File: config.mk
export PLATFORM = sky130hd
export DESIGN_NAME = sha256_core_arbiter_flat
export DESIGN_NICKNAME = d
export VERILOG_FILES = /design/src/rtl/sha256_pkg.sv /design/src/rtl/sha256_core_arbiter_if.sv /design/src/rtl/sha256_rr_arbiter.sv /design/src/rtl/sha256_core_arbiter.sv /design/src/flat_wrapper.sv
export SDC_FILE = /design/constraint.sdc
export NUM_CORES = 1
export LEC_CHECK = 0
export CORE_AREA = 2 2 463 465
export CTS_BUF_LIST = sky130_fd_sc_hd__clkbuf_8
export CTS_CLUSTER_SIZE = 12
export DETAILED_ROUTE_END_ITERATION = 7
export DIE_AREA = 0 0 465 467
export GPL_TIMING_DRIVEN = 0
export MAX_ROUTING_LAYER = met4
export PLACE_DENSITY_LB_ADDON = 0.12
export SYNTH_ARGS = -nofsm -noshare
export SYNTH_HDL_FRONTEND = slang
export SYNTH_SLANG_ARGS = --single-unit
File: constraint.sdc
create_clock -name clk_i -period 12.25 [get_ports clk_i]
set_input_delay 2.45 -clock clk_i [delete_from_list [all_inputs] [get_ports clk_i]]
set_output_delay 2.45 -clock clk_i [all_outputs]
set_load 0.01 [all_outputs]
File: src/rtl/sha256_pkg.sv
// rtl/sha256_pkg.sv - shared widths, FSM state enum and index-width helper for the SHA-256 arbiter
package sha256_pkg;

  localparam int MSG_W    = 128;
  localparam int DIGEST_W = 256;

  typedef enum logic [1:0] {
    IDLE  = 2'd0,
    START = 2'd1,
    BUSY  = 2'd2,
    RESP  = 2'd3
  } state_e;

  function automatic int idx_width(input int n);
    return (n > 1) ? $clog2(n) : 1;
  endfunction

endpackage

File: src/rtl/sha256_core_arbiter_if.sv
// rtl/sha256_core_arbiter_if.sv - requester, engine and response bundle of the SHA-256 arbiter
// timeout_o exists only when SHA256_ARB_WATCHDOG_EN is defined.
interface sha256_core_arbiter_if #(
  parameter int NUM_REQ = 4
);
  import sha256_pkg::*;

  logic [NUM_REQ-1:0]       req_v_i;
  logic [NUM_REQ*MSG_W-1:0] req_msg_i;
  logic [NUM_REQ-1:0]       req_ready_o;
  logic [MSG_W-1:0]         msg_o;
  logic                     eng_start_o;
  logic                     eng_done_i;
  logic [DIGEST_W-1:0]      eng_digest_i;
  logic [NUM_REQ-1:0]       resp_v_o;
  logic [DIGEST_W-1:0]      resp_digest_o;
  logic [NUM_REQ-1:0]       resp_ready_i;
  logic                     busy_o;
`ifdef SHA256_ARB_WATCHDOG_EN
  logic                     timeout_o;
`endif

  modport slave (
    input  req_v_i, req_msg_i, eng_done_i, eng_digest_i, resp_ready_i,
    output
`ifdef SHA256_ARB_WATCHDOG_EN
           timeout_o,
`endif
           req_ready_o, msg_o, eng_start_o, resp_v_o, resp_digest_o, busy_o
  );

  modport master (
    output req_v_i, req_msg_i, eng_done_i, eng_digest_i, resp_ready_i,
    input
`ifdef SHA256_ARB_WATCHDOG_EN
          timeout_o,
`endif
          req_ready_o, msg_o, eng_start_o, resp_v_o, resp_digest_o, busy_o
  );

endinterface

File: src/rtl/sha256_rr_arbiter.sv
// rtl/sha256_rr_arbiter.sv - combinational rotating-priority select, scanning upward from ptr_i+1
module sha256_rr_arbiter
  import sha256_pkg::*;
#(
  parameter  int NUM_REQ = 4,
  localparam int IDX_W   = idx_width(NUM_REQ)
) (
  input  logic [NUM_REQ-1:0] req_i,
  input  logic [IDX_W-1:0]   ptr_i,
  output logic [NUM_REQ-1:0] gnt_o,
  output logic [IDX_W-1:0]   idx_o,
  output logic               any_o
);

  logic [IDX_W-1:0] cand;

  // Offset NUM_REQ wraps back to ptr_i itself, so the last owner is served last.
  always_comb begin
    gnt_o = '0;
    idx_o = '0;
    any_o = 1'b0;
    cand  = '0;
    for (int i = 1; i <= NUM_REQ; i++) begin
      cand = IDX_W'((int'(ptr_i) + i) % NUM_REQ);
      if (!any_o && req_i[cand]) begin
        any_o       = 1'b1;
        gnt_o[cand] = 1'b1;
        idx_o       = cand;
      end
    end
  end

endmodule

File: src/rtl/sha256_core_arbiter.sv
// rtl/sha256_core_arbiter.sv - round-robin sharing of one SHA-256 engine among NUM_REQ cores
// Optional engine watchdog with timeout_o: define SHA256_ARB_WATCHDOG_EN.
module sha256_core_arbiter
  import sha256_pkg::*;
#(
  parameter int NUM_REQ        = 4,
  parameter int TIMEOUT_CYCLES = 255
) (
  input logic                  clk_i,
  input logic                  reset_i,
  sha256_core_arbiter_if.slave bus
);

  localparam int IDX_W = idx_width(NUM_REQ);

  if (NUM_REQ < 2 || NUM_REQ > 8 || TIMEOUT_CYCLES < 1) begin : g_param_check
    $error("sha256_core_arbiter: NUM_REQ must be 2..8 and TIMEOUT_CYCLES >= 1");
  end

  state_e              state_q, state_d;
  logic [IDX_W-1:0]    ptr_q, ptr_d;
  logic [IDX_W-1:0]    grant_id_q, grant_id_d;
  logic [MSG_W-1:0]    msg_q, msg_d;
  logic [DIGEST_W-1:0] digest_q, digest_d;

  logic [NUM_REQ-1:0]  rr_gnt;
  logic [IDX_W-1:0]    rr_idx;
  logic                rr_any;
  logic [MSG_W-1:0]    msg_sel;

`ifdef SHA256_ARB_WATCHDOG_EN
  localparam int CNT_W = $clog2(TIMEOUT_CYCLES + 1);
  logic [CNT_W-1:0]    cnt_q, cnt_d;
  logic                timeout_q, timeout_d;
`endif

  sha256_rr_arbiter #(.NUM_REQ(NUM_REQ)) u_rr (
    .req_i (bus.req_v_i),
    .ptr_i (ptr_q),
    .gnt_o (rr_gnt),
    .idx_o (rr_idx),
    .any_o (rr_any)
  );

  always_comb begin
    msg_sel = '0;
    for (int k = 0; k < NUM_REQ; k++) begin
      if (rr_idx == IDX_W'(k)) msg_sel = bus.req_msg_i[k*MSG_W +: MSG_W];
    end
  end

  always_ff @(posedge clk_i or posedge reset_i) begin
    if (reset_i) begin
      state_q    <= IDLE;
      ptr_q      <= IDX_W'(NUM_REQ - 1);
      grant_id_q <= '0;
      msg_q      <= '0;
      digest_q   <= '0;
`ifdef SHA256_ARB_WATCHDOG_EN
      cnt_q      <= '0;
      timeout_q  <= 1'b0;
`endif
    end else begin
      state_q    <= state_d;
      ptr_q      <= ptr_d;
      grant_id_q <= grant_id_d;
      msg_q      <= msg_d;
      digest_q   <= digest_d;
`ifdef SHA256_ARB_WATCHDOG_EN
      cnt_q      <= cnt_d;
      timeout_q  <= timeout_d;
`endif
    end
  end

  // Valid is the only handshake qualifier in IDLE: the selected requester is ready by construction.
  always_comb begin
    state_d    = state_q;
    ptr_d      = ptr_q;
    grant_id_d = grant_id_q;
    msg_d      = msg_q;
    digest_d   = digest_q;
`ifdef SHA256_ARB_WATCHDOG_EN
    cnt_d      = cnt_q;
    timeout_d  = timeout_q;
`endif
    case (state_q)
      IDLE: begin
        if (rr_any) begin
          msg_d      = msg_sel;
          grant_id_d = rr_idx;
          ptr_d      = rr_idx;
          state_d    = START;
        end
      end
      START: begin
        state_d = BUSY;
`ifdef SHA256_ARB_WATCHDOG_EN
        cnt_d   = '0;
`endif
      end
      BUSY: begin
        if (bus.eng_done_i) begin
          digest_d  = bus.eng_digest_i;
          state_d   = RESP;
`ifdef SHA256_ARB_WATCHDOG_EN
          timeout_d = 1'b0;
        end else if (cnt_q == CNT_W'(TIMEOUT_CYCLES)) begin
          digest_d  = '0;
          timeout_d = 1'b1;
          state_d   = RESP;
        end else begin
          cnt_d     = cnt_q + 1'b1;
`endif
        end
      end
      RESP: begin
        if (bus.resp_ready_i[grant_id_q]) state_d = IDLE;
      end
      default: state_d = IDLE;
    endcase
  end

  always_comb begin
    bus.req_ready_o   = (state_q == IDLE) ? rr_gnt : '0;
    bus.eng_start_o   = (state_q == START);
    bus.resp_v_o      = (state_q == RESP) ? (NUM_REQ'(1) << grant_id_q) : '0;
    bus.busy_o        = (state_q != IDLE);
    bus.msg_o         = msg_q;
    bus.resp_digest_o = digest_q;
`ifdef SHA256_ARB_WATCHDOG_EN
    bus.timeout_o     = timeout_q && (state_q == RESP);
`endif
  end

endmodule

File: src/flat_wrapper.sv
// flat-port wrapper written by rule: the top's interface ports become plain ports
module sha256_core_arbiter_flat import sha256_pkg::*;
#(
  parameter int NUM_REQ        = 4,
  parameter int TIMEOUT_CYCLES = 255
)
  (clk_i, reset_i, bus_req_v_i, bus_req_msg_i, bus_eng_done_i, bus_eng_digest_i, bus_resp_ready_i, bus_req_ready_o, bus_msg_o, bus_eng_start_o, bus_resp_v_o, bus_resp_digest_o, bus_busy_o);
  sha256_core_arbiter_if #(.NUM_REQ(NUM_REQ)) bus_i ();
  input logic clk_i;
  input logic reset_i;
  input wire logic [$bits(bus_i.req_v_i)-1:0] bus_req_v_i;
  input wire logic [$bits(bus_i.req_msg_i)-1:0] bus_req_msg_i;
  input wire logic [$bits(bus_i.eng_done_i)-1:0] bus_eng_done_i;
  input wire logic [$bits(bus_i.eng_digest_i)-1:0] bus_eng_digest_i;
  input wire logic [$bits(bus_i.resp_ready_i)-1:0] bus_resp_ready_i;
  output wire logic [$bits(bus_i.req_ready_o)-1:0] bus_req_ready_o;
  output wire logic [$bits(bus_i.msg_o)-1:0] bus_msg_o;
  output wire logic [$bits(bus_i.eng_start_o)-1:0] bus_eng_start_o;
  output wire logic [$bits(bus_i.resp_v_o)-1:0] bus_resp_v_o;
  output wire logic [$bits(bus_i.resp_digest_o)-1:0] bus_resp_digest_o;
  output wire logic [$bits(bus_i.busy_o)-1:0] bus_busy_o;
  assign bus_i.req_v_i = bus_req_v_i;
  assign bus_i.req_msg_i = bus_req_msg_i;
  assign bus_i.eng_done_i = bus_eng_done_i;
  assign bus_i.eng_digest_i = bus_eng_digest_i;
  assign bus_i.resp_ready_i = bus_resp_ready_i;
  assign bus_req_ready_o = bus_i.req_ready_o;
  assign bus_msg_o = bus_i.msg_o;
  assign bus_eng_start_o = bus_i.eng_start_o;
  assign bus_resp_v_o = bus_i.resp_v_o;
  assign bus_resp_digest_o = bus_i.resp_digest_o;
  assign bus_busy_o = bus_i.busy_o;
  sha256_core_arbiter #(.NUM_REQ(NUM_REQ), .TIMEOUT_CYCLES(TIMEOUT_CYCLES)) u_core (.clk_i(clk_i), .reset_i(reset_i), .bus(bus_i));
endmodule
==> results.yml, run 1 <==
synth:
  syn_area_per_cell_um2: 11.5
  synth.most_common_cell: "dfrtp_1"
  async_flop_share_pct: 100
  syn_nets: 2390
  ys_seq_elements: 390
  synth_flop_cell: "dfrtp_1"
  synth_top_cell_by_area: "dfrtp_1"
  yosysSeqAreaShare_pct: 53.0
  synth.distinct_cells: 41
  synthCells: 1599
  synth_common_cells: "388 x dfrtp_1, 267 x nand2_1, 257 x mux2_2"
  synth_edf_count: 0
  synth.area.top_cells: "dfrtp_1 53%, mux2_2 16%, mux2i_1 5.6%"
  synth_area_mm2: 0.0184
  synth_top_area_share_pct: 52.7
  yosys_warnings: 0
detailed_routing:
  first_pass_iters: 4
  wl_per_cell_um: 26.9
  wirelength_um: 157000
  num_vias: 19049
  drtIter0Drc: 784
  via_per_inst: 3.27
  drc: 0
  ant_nets: 0
worst_setup_path:
  cp-start-kind: "input port"
  cp.required_ps: 9800
  crit_path_end_kind: "primary output"
  arrival_ps: 5170
  critical_path.max_fanout: 9
  path_class: "input port to primary output"
timing:
  finalCritPeriodShare_pct: 62.2
  fin_crit_ps: 7620
  rsz0062_at_grt: "false"
  max_slew_margin_pct: 23.3
  clock_skew_ps: 43.3
  drv_slew: 0
  worst_hold_slack_ps: 472
  fmax_mhz: 131
  setup_violations: 0
  tightest_slew_ps: 1150
  fin_ws_ps: 4630
  hold_viol_final: 0
die:
  design.portCount: 1173
  row_count: 169
  die_w_um: 465
  coreArea_mm2: 0.212
  start_util_pct: 8.70
  die_area_mm2: 0.217
  die_height_um: 467
grt:
  grt_max_degree: 34
  grt_pass1_vias: 20738
  grt_usage_pct: 14.4
  grt-ovfl-total: 0
  grt_pass1_wl_um: 204000
  grt_use_met1_pct: 15.2
  busiest_layer: "met2"
  antenna_found_initial: 93
  use_met3_pct: 6.07
  use_met2_pct: 25.0
layout:
  nets: 3668
  fin_util_pct: 17.0
  drive_gt1_share_pct: 15.2
  area_growth_pct: 94.9
run_status:
  status: "complete, no violations"
clock_network:
  clock_sinks: 390
  cts_hold_buffers: 0
  cts_buffers: 91
  clockRootBuffer: "clkbuf_8"
  post_cts_buffers: 0
  htreeDepth: 3
  path_clk_slew_ps: 50
  clk_path_buf_depth: 3
  insertion_delay_ps: 860
  ctsResizeCount: 0
  cts_tree: "done"
place:
  portBuffers: 1172
  pre_cts_ws_ps: 4640
  dpl.hpwl_um: 130000
  gp_congestion: 0.805
power_and_ir_drop:
  powerDensity_mw_per_mm2: 286
  vdd_drop_max_uv: 95.0
  leakage_uw: 0.0141
min_path:
  hold_path_class: "register to register"
run:
  maxCapViolCount: 0
-- kinds of logic (layout without fill, tap and decap cells) --
| kind of cell | after synthesis | after routing | share of synthesized area (%) |
|---|---|---|---|
| buffers and inverters | 131 | 1474 | 3.10 |
| other | 0 | 61 | 0 |
| DFF | 390 | 390 | 53.0 |
| and+or+nand+nor | 452 | 452 | 10.3 |
| muxes | 365 | 365 | 21.9 |
| AOI/OAI and AO/OA | 249 | 249 | 10.9 |
| adders and majority gates | 12 | 12 | 0.815 |
-- worst max-delay path, stage by stage --
cell,delay (ps)
clkdlybuf4s50_1,560
mux4_2,610
or2_1,330
nor2_1,310
a221oi_1,140
nor2_1,110
clkdlybuf4s50_1,650
-- power breakdown --
group | leakage (µW) | switching (µW) | internal, µW | total (µW)
Clock | 0.00107 | 790 | 825 | 1620
Sequential | 0.00466 | 409 | 1970 | 2380
Combinational | 0.00838 | 3570 | 2710 | 6280
-- worst paths after layout --
kind	start	endpoint	slack, ps	depth (start not counted)
max in group asynchronous	reset_i	u_core.bus.msg_o[40]	8580	7
min	u_core.bus.msg_o[49]	u_core.bus.msg_o[49]	470	2
max reg2reg	u_core.ptr_q[0]	u_core.bus.msg_o[108]	7240	11
min in group asynchronous	reset_i	u_core.bus.resp_digest_o[194]	1980	2
max	bus_req_v_i[3]	bus_req_ready_o[1]	4630	7
min reg2reg	u_core.bus.msg_o[49]	u_core.bus.msg_o[49]	470	2
-- stage by stage --
step / power, µW / cells / instance area (µm²) / setup TNS [ps]
2_1_floorplan: 5180 / 1599 / 18400 / 0
3_3_place_gp: 8940 / 5592 / 33700 / -150070
3_5_place_dp: 8920 / 5605 / 34000 / 0
4_1_cts: 10700 / 5763 / 35800 / 0
5_1_grt: 11000 / 5816 / 35900 / 0
6_report: 10300 / 5824 / 35900 / 0
-- placed cells by master (no fill, tap or decap), drive strengths merged, types with 2 or more instances in the layout --
master / instances
inv: 53
mux2i: 103
a31oi: 10
a22oi: 4
and3: 70
nor3: 4
nor2b: 3
a2bb2oi: 10
clkinv: 4
nand2: 267
dfstp: 2
ha: 12
clkbuf: 184
mux4: 5
mux2: 257
buf: 59
clkdlybuf4s50: 1172
a221oi: 6
nor2: 102
or2: 3
a211oi: 70
o41ai: 69
o22ai: 10
o221ai: 49
dfrtp: 388
o21ai: 13
diode: 61
-- registers in the layout, summed over array words and instances (netlist names) --
register,count
u_core.state_q,2
u_core.ptr_q,2
u_core.bus.msg_o,128
u_core.grant_id_q,2
u_core.bus.resp_digest_o,256
-- layer usage --
metal  vias up  routed length [µm]
met5         -                   0
met4         0                3090
met3       190               15100
met2       939               79200
met1      9396               59600
li1       8524                   -
-- layout make-up --
class                      instances  area (µm²)
fill                           23619      176000
timing repair buffer            1185       12000
sequential                       390        9760
multi-input combinational       1078        8090
tap                             2821        3530
clock buffer                     107        1470
buffer                           123         544
clock inverter                    51         329
antenna                           61         153
inverter                           8        33.8
Power figures use the tool's default switching activity.
==> run 2, diff against run 1 <==
- CORE_AREA: 2 2 463 465 -> 2 2 451 453
- DIE_AREA: 0 0 465 467 -> 0 0 453 455
- clock period: 12.25 -> 7.09 ns (I/O delays scaled with it)
==> results.yml, run 2 (synthesized netlist as in run 1, its figures left out) <==
grt:
  grt_usage_pct: 13.7
  grt_pass1_vias: 20031
  grt_pass1_wl_um: 185000
  grt_max_degree: 34
  antenna_found_initial: 72
  grt-ovfl-total: 0
timing:
  worst_hold_slack_ps: 470
  fmax_mhz: 162
  clock_skew_ps: 49.6
  max_slew_margin_pct: 12.1
  finalSetupTns_ps: 0
  finalCritPeriodShare_pct: 87.2
  setup_violations: 0
  hold_viol_final: 0
  drv_slew: 0
  rsz0062_at_grt: "false"
  fin_crit_ps: 6180
  tightest_slew_ps: 1310
  fin_ws_ps: 909
die:
  row_count: 165
  die_w_um: 453
  start_util_pct: 9.15
  coreArea_mm2: 0.201
  die_height_um: 455
  design.portCount: 1173
  die_area_mm2: 0.206
worst_setup_path:
  cp-start-kind: "register"
  path_buf_inv: 4
  path_class: "register to primary output"
  crit_family: "buffers and inverters"
  cp_slowest_cell: "clkdlybuf4s50_1"
  cp.required_ps: 5670
  rr_startpoint: "u_core.ptr_q[0]"
  critical_path.max_fanout: 10
  r2r_slack_ps: 1720
  path_cells: "buf_4 -> inv_1 -> ha_1 -> clkbuf_1 -> mux4_2 -> or2_1 -> nor2_1 -> a221oi_1 -> nor2_1 -> clkdlybuf4s50_1"
  crit_path_end_kind: "primary output"
  arrival_ps: 4760
  cp_common_cell: "nor2_1"
  reg2reg_depth: 11
  r2r_end: "u_core.bus.msg_o[111]"
  cp_slowest_stage_delay_ps: 720
layout:
  drive_gt1_share_pct: 15.6
  fillCellCount: 22437
  multiInputGateArea_mm2: 0.00809
  area_growth_pct: 94.4
  most-common-layout-cells: "1,172 x clkdlybuf4s50_1, 388 x dfrtp_1, 267 x nand2_1"
  layout_commonest_cell: "clkdlybuf4s50_1"
  largest_reg_flops: 256
  nets: 3668
  regArea_mm2: 0.00976
detailed_routing:
  drtIter0Drc: 972
  ant_nets: 0
  num_vias: 18657
  drc: 0
  wirelength_um: 143000
  wl_per_cell_um: 25.2
  first_pass_iters: 7
  via_per_inst: 3.29
clock_network:
  insertion_delay_ps: 840
  clockRootBuffer: "clkbuf_8"
  cts_buffers: 91
  ctsResizeCount: 0
  cts_tree: "done"
  cts_hold_buffers: 0
  clock_sinks: 390
  post_cts_buffers: 0
  clk_path_buf_depth: 3
  htreeDepth: 3
  path_clk_slew_ps: 50
run_status:
  status: "complete, no violations"
min_path:
  min_delay_path_depth: 2
  hold_start: "u_core.bus.msg_o[52]"
  min_to: "u_core.bus.msg_o[52]"
  hold_path_class: "register to register"
place:
  gp_congestion: 0.808
  pre_cts_ws_ps: 780
  dpl.hpwl_um: 118000
  portBuffers: 1172
power_and_ir_drop:
  leakage_uw: 0.0141
  vdd_drop_max_uv: 152
  powerDensity_mw_per_mm2: 493
run:
  maxCapViolCount: 0
run 2: changes by cell type in the layout (fill, tap and decap cells not counted), moves of 3 or more:
| cell | before | now |
|---|---|---|
| bufinv_16 | 1 | 4 |
| clkbuf_8 | 107 | 112 |
| clkinv_2 | 3 | 12 |
| diode_2 | 61 | 53 |
| inv_1 | 47 | 34 |
run 2: report_power, final:
part | switching [µW] | internal, µW | total (µW)
sequential | 643 | 3410 | 4050
clock | 1330 | 1580 | 2910
combinational | 6020 | 4670 | 10700
total | 7990 | 9670 | 17700
run 2: per-layer routing:
layer,vias up,track usage (%),part of all wire (%)
met5,-,-,0
met4,0,4.04,2.1
met3,170,5.23,8.2
met2,771,23.7,52
met1,9191,14.4,37
li1,8525,-,-
run 2: stage by stage:
stage          cells  cell area, µm²  power [µW]  util, %
5_1_grt         5666           35800       18900     17.8
2_1_floorplan   1599           18400        8950        -
3_5_place_dp    5456           33800       15200     16.8
3_3_place_gp    5443           33500       15300     16.6
6_report        5671           35800       17700     17.8
4_1_cts         5618           35700       18300     17.7
run 2: layout make-up:
type	instances	area share [%]
sequential	390	27.3
buffer	123	1.51
antenna	53	0.370
multi-input combinational	1078	22.6
clock buffer	112	4.30
inverter	8	0.0943
tap	2672	9.33
clock inverter	50	1.07
timing repair buffer	1185	33.5
run 2: worst max path at each step:
stage                    startpoint               endpoint  slack, ps  cells after the start
floorplan                   reset_i    u_core.bus.msg_o[0]        430                      1
global placement            reset_i   u_core.bus.msg_o[56]      -4590                      2
detailed placement   bus_req_v_i[3]  u_core.bus.msg_o[113]        780                      9
CTS                 u_core.ptr_q[0]     bus_req_ready_o[0]        540                     10
global route        u_core.ptr_q[0]     bus_req_ready_o[0]        450                     10
finish              u_core.ptr_q[0]     bus_req_ready_o[0]        910                     10
run 2: worst register-to-register path: cells and delay by family, from the launching register on:
family / cells / cell delay, ps
multiplexers: 1 / 440
buffers and inverters: 5 / 1950
adder cells (fa/ha/maj): 1 / 340
AND/OR/NAND/NOR: 2 / 670
AO/OA/AOI/OAI: 2 / 1220
flip-flops: 1 / 590
==> run 3, diff against run 2 <==
- SETUP_SLACK_MARGIN: not set -> 0.15
==> results of run 3 <==
The final DEF is identical to that of run 2; final timing and power are the same.
